## config.mk

```make
export PLATFORM = sky130hd
export DESIGN_NAME = ft245_model_queue
export DESIGN_NICKNAME = d
export VERILOG_FILES = /design/src/rtl/ft245_model_pkg.sv /design/src/rtl/ft245_model_queue.sv
export SDC_FILE = /design/constraint.sdc
export NUM_CORES = 1
export LEC_CHECK = 0
export ABC_AREA = 1
export ABC_CLOCK_PERIOD_IN_PS = 2600
export CORE_UTILIZATION = 55
export CTS_CLUSTER_DIAMETER = 60
export CTS_CLUSTER_SIZE = 24
export DETAILED_ROUTE_END_ITERATION = 8
export HOLD_SLACK_MARGIN = 0.15
export PLACE_DENSITY = 0.71
export SETUP_SLACK_MARGIN = 0.2
export SYNTH_ARGS = -nofsm -noshare
export SYNTH_HDL_FRONTEND = slang
export SYNTH_SLANG_ARGS = --single-unit
export TNS_END_PERCENT = 50
```

## constraint.sdc

```tcl
create_clock -name clk_i -period 2.6 [get_ports clk_i]
set_input_delay 0.78 -clock clk_i [delete_from_list [all_inputs] [get_ports clk_i]]
set_output_delay 0.78 -clock clk_i [all_outputs]
set_load 0.005 [all_outputs]
```

## src/rtl/ft245_model_pkg.sv

```systemverilog
// Shared types and constants for the FT245 device-side bus model.
// Protocol error flags are built only with FT245_MODEL_PROTOCHK_EN.
package ft245_model_pkg;

  localparam int BYTE_W = 8;

  typedef logic [2:0] state_t;

  localparam state_t ST_IDLE     = 3'd0;
  localparam state_t ST_RD_WAIT  = 3'd1;
  localparam state_t ST_RD_DRIVE = 3'd2;
  localparam state_t ST_RD_PRE   = 3'd3;
  localparam state_t ST_WR_HOLD  = 3'd4;
  localparam state_t ST_WR_PRE   = 3'd5;

  localparam int ERR_RD   = 0;
  localparam int ERR_WR   = 1;
  localparam int ERR_BOTH = 2;

  // Down-counters stop at zero, so a span of n cycles loads n-1.
  function automatic logic [7:0] cnt_load(input int n);
    return (n > 0) ? 8'(n - 1) : 8'd0;
  endfunction

endpackage

```

## src/rtl/ft245_model_queue.sv

```systemverilog
// Synchronous FIFO with registered count/full/empty and
// combinational head read; one instance per transfer direction.
module ft245_model_queue
  import ft245_model_pkg::*;
#(
  parameter int DEPTH = 16,
  parameter int W     = BYTE_W
) (
  input  logic                   clk_i,
  input  logic                   reset_i,
  input  logic                   i_push,
  input  logic [W-1:0]           i_din,
  input  logic                   i_pop,
  output logic                   o_full,
  output logic                   o_empty,
  output logic [$clog2(DEPTH):0] o_count,
  output logic [W-1:0]           o_head
);

  localparam int AW = $clog2(DEPTH);
  localparam int CW = AW + 1;

  logic [W-1:0]  r_mem [DEPTH];
  logic [AW-1:0] r_wptr;
  logic [AW-1:0] r_rptr;
  logic [CW-1:0] r_count;
  logic          r_full;
  logic          r_empty;

  logic          w_push;
  logic          w_pop;
  logic [CW-1:0] w_count_nxt;

  assign w_push      = i_push && !r_full;
  assign w_pop       = i_pop && !r_empty;
  assign w_count_nxt = r_count + CW'(w_push) - CW'(w_pop);

  always_ff @(posedge clk_i or posedge reset_i) begin
    if (reset_i) begin
      r_wptr  <= '0;
      r_rptr  <= '0;
      r_count <= '0;
      r_full  <= 1'b0;
      r_empty <= 1'b1;
    end else begin
      if (w_push) r_wptr <= r_wptr + 1'b1;
      if (w_pop)  r_rptr <= r_rptr + 1'b1;
      r_count <= w_count_nxt;
      r_full  <= (w_count_nxt == CW'(DEPTH));
      r_empty <= (w_count_nxt == '0);
    end
  end

  always_ff @(posedge clk_i) begin
    if (w_push) r_mem[r_wptr] <= i_din;
  end

  assign o_full  = r_full;
  assign o_empty = r_empty;
  assign o_count = r_count;
  assign o_head  = r_mem[r_rptr];

endmodule

```

==> results.py <==
metrics = {
    "global_routing": {
        "grt_max_degree": 34,
        "grtUsageTotal": 0.255,
        "antenna_found_initial": 0,
        "grt_overflow_total": 0,
        "grt_pass1_vias": 4395,
        "grt_pass1_wl_um": 22100,
    },
    "setup_path": {
        "worstSetupPathType": "register to output port",
        "crit_fanout": 8,
        "crit_arrival_ns": 1.92,
        "start_kind": "register",
        "required_ns": 1.82,
        "cp-end-kind": "output port",
    },
    "sta": {
        "fin_crit_ns": 2.70,
        "period_share": 1.04,
        "finalMaxSlewViolations": 0,
        "finClkSkew_ns": 0.00877,
        "fmax_ghz": 0.370,
        "setup_viol": 8,
        "rsz0062_at_grt": "yes",
        "slew_headroom": 0.489,
        "fin_ws_ns": -0.103,
        "finalHoldViolCount": 0,
        "worst_slew_pin_slew_ns": 0.763,
        "fin_hold_ws_ns": 0.565,
    },
    "finish": {
        "fillers": 807,
        "multi_input_area_um2": 1710,
        "fin_nets": 715,
        "area_growth_pct": 24.5,
        "drive_gt1_frac": 0.200,
        "final_cell_mix": "nand2_1 (130), edfxtp_1 (128), inv_1 (125), nand3_1 (87), buf_4 (40)",
        "seqCellArea_um2": 4220,
        "n_antenna_cell": 0,
        "final_common_cell": "nand2_1",
    },
    "job": {
        "cap_viol_max_count": 0,
    },
    "clocking": {
        "cts-htree-levels": 4,
        "postCtsHoldBufs": 0,
        "cts_tree": "built",
        "clk_latency_ns": 0.41,
        "cts.clk_slew.worst_paths_ns": 0.06,
        "cts.sinks": 143,
        "cts_max_path_buffers": 2,
        "cts_buffers": 17,
        "cts-root-buf": "clkbuf_16",
    },
    "status": {
        "outcome": "finished with violations",
        "violations": "negative setup slack",
    },
    "floorplan": {
        "die_area_um2": 12100,
        "die_w_um": 110,
        "rows": 39,
        "die_h_um": 110,
        "io_pins": 27,
        "initial_core_util": 0.563,
        "core_um2": 11400,
    },
    "yosys": {
        "synth.distinct_cells": 24,
        "avgSynthCellArea_um2": 10.4,
        "ys_warn_count": 0,
        "synth_nets": 639,
        "synth_area_um2": 6430,
        "synth_seq_area_share": 0.656,
        "syn_inst": 616,
        "synth-seq-cells": 143,
    },
    "detailed_routing": {
        "antenna_left": 0,
        "drtIter0Drc": 398,
        "viasPerCell": 5.29,
        "drc": 0,
        "drt_wl_total_um": 14700,
        "vias": 4483,
        "wl_per_cell_um": 17.3,
        "dr.pass1.iters": 6,
    },
    "placed_design": {
        "dpl.hpwl_um": 8830,
        "place_congestion": 0.833,
        "portBuffers": 26,
    },
    "pwr": {
        "totalPowerFinal_uw": 9190,
        "p_leak_uw": 0.00353,
        "power.density_nw_per_um2": 1150,
        "peakVddDrop_mv": 0.746,
    },
    "worst_hold_path": {
        "hold_class": "register to register",
    },
}
[where the power goes]
part,switching (uW),total (uW),internal (uW)
logic,2190,3900,1710
registers,202,3050,2850
clock network,929,2240,1310
total,3320,9190,5860
[critical path: stages (launching register included)]
cell      delay, ns
dfrtp_4        0.59
buf_12         0.18
or2_2          0.28
nand3_1        0.07
nand3_1        0.08
nand3_1        0.11
nand2_2        0.07
clkbuf_2       0.11
[Yosys cell counts]
master    instances  area share
nand2_1         135       0.079
edfxtp_1        128        0.60
inv_1           128       0.075
nand3_1         115       0.090
nor2_1           20       0.012
dfrtp_1          14       0.054
or2_0            14       0.014
buf_2            11      0.0086
ha_1             10       0.019
buf_4             7      0.0082
xor2_1            7      0.0095
buf_6             5      0.0088
or2_2             3      0.0029
xnor2_1           3      0.0041
a21oi_1           2      0.0016
clkbuf_1          2      0.0012
clkinv_1          2      0.0012
inv_2             2      0.0012
nand4_1           2      0.0019
o21ai_0           2      0.0016
dfstp_2           1      0.0041
fa_1              1      0.0031
nand3b_1          1      0.0012
nor2_2            1     0.00097
[path summary, 6_finish.rpt]
kind,depth (start not counted),to,slack [ns],startpoint
hold / removal,1,r_wptr[0],0.57,r_wptr[0]
min in group asynchronous,2,o_full,0.74,reset_i
hold reg to reg,1,r_wptr[0],0.57,r_wptr[0]
max in group asynchronous,2,r_rptr[0],1.39,reset_i
setup reg to reg,12,o_empty,0.38,o_full
setup / recovery,7,o_head[0],-0.10,r_rptr[0]
[layout make-up]
class,count,share of cell area
Tap cell,143,0.0224
Sequential cell,143,0.528
Clock buffer,18,0.0536
Clock inverter,14,0.0150
Inverter,132,0.0622
Multi-Input combinational cell,316,0.214
Timing Repair Buffer,82,0.106
[registers in the layout (all words and copies together) (netlist names)]
| signal | cells |
|---|---|
| r_mem | 128 |
| o_count | 5 |
| r_rptr | 4 |
| r_wptr | 4 |
| o_empty | 1 |
| o_full | 1 |
[layer usage]
layer,part of all wire,global-route usage,up-vias
li1,-,-,2133
met1,0.40,0.324,2157
met2,0.51,0.423,167
met3,0.063,0.0564,26
met4,0.024,0.116,0
met5,0,0,-
[cell families after synthesis]
family	count (synthesis)	synth area share
AND/OR/NAND/NOR	291	0.201
adder cells (fa/ha/maj)	11	0.0226
buffers and inverters	157	0.104
XOR/XNOR	10	0.0136
AO/OA/AOI/OAI	4	0.00311
flip-flops	143	0.656
[per-stage QoR]
stage | worst slack, ns | cell area (um2) | utilization | setup TNS, ns | std cells
floorplan | 0.0153 | 6440 | - | 0 | 616
global placement | -0.432 | 7070 | 0.620 | -1.24 | 800
detailed placement | -0.506 | 7070 | 0.620 | -1.53 | 800
CTS | -0.152 | 7820 | 0.685 | -0.736 | 841
global route | -0.172 | 8010 | 0.701 | -1.14 | 848
finish | -0.103 | 8010 | 0.701 | -0.606 | 848
[what timing repair did]
action                     in CTS  in global routing
setup endpoints to repair      11                 11
setup buffers                   7                  5
pin swaps                       5                 14
gates cloned                    2                  2
resized for setup              37                 39
Note: power is estimated with default switching activity, not from simulation.
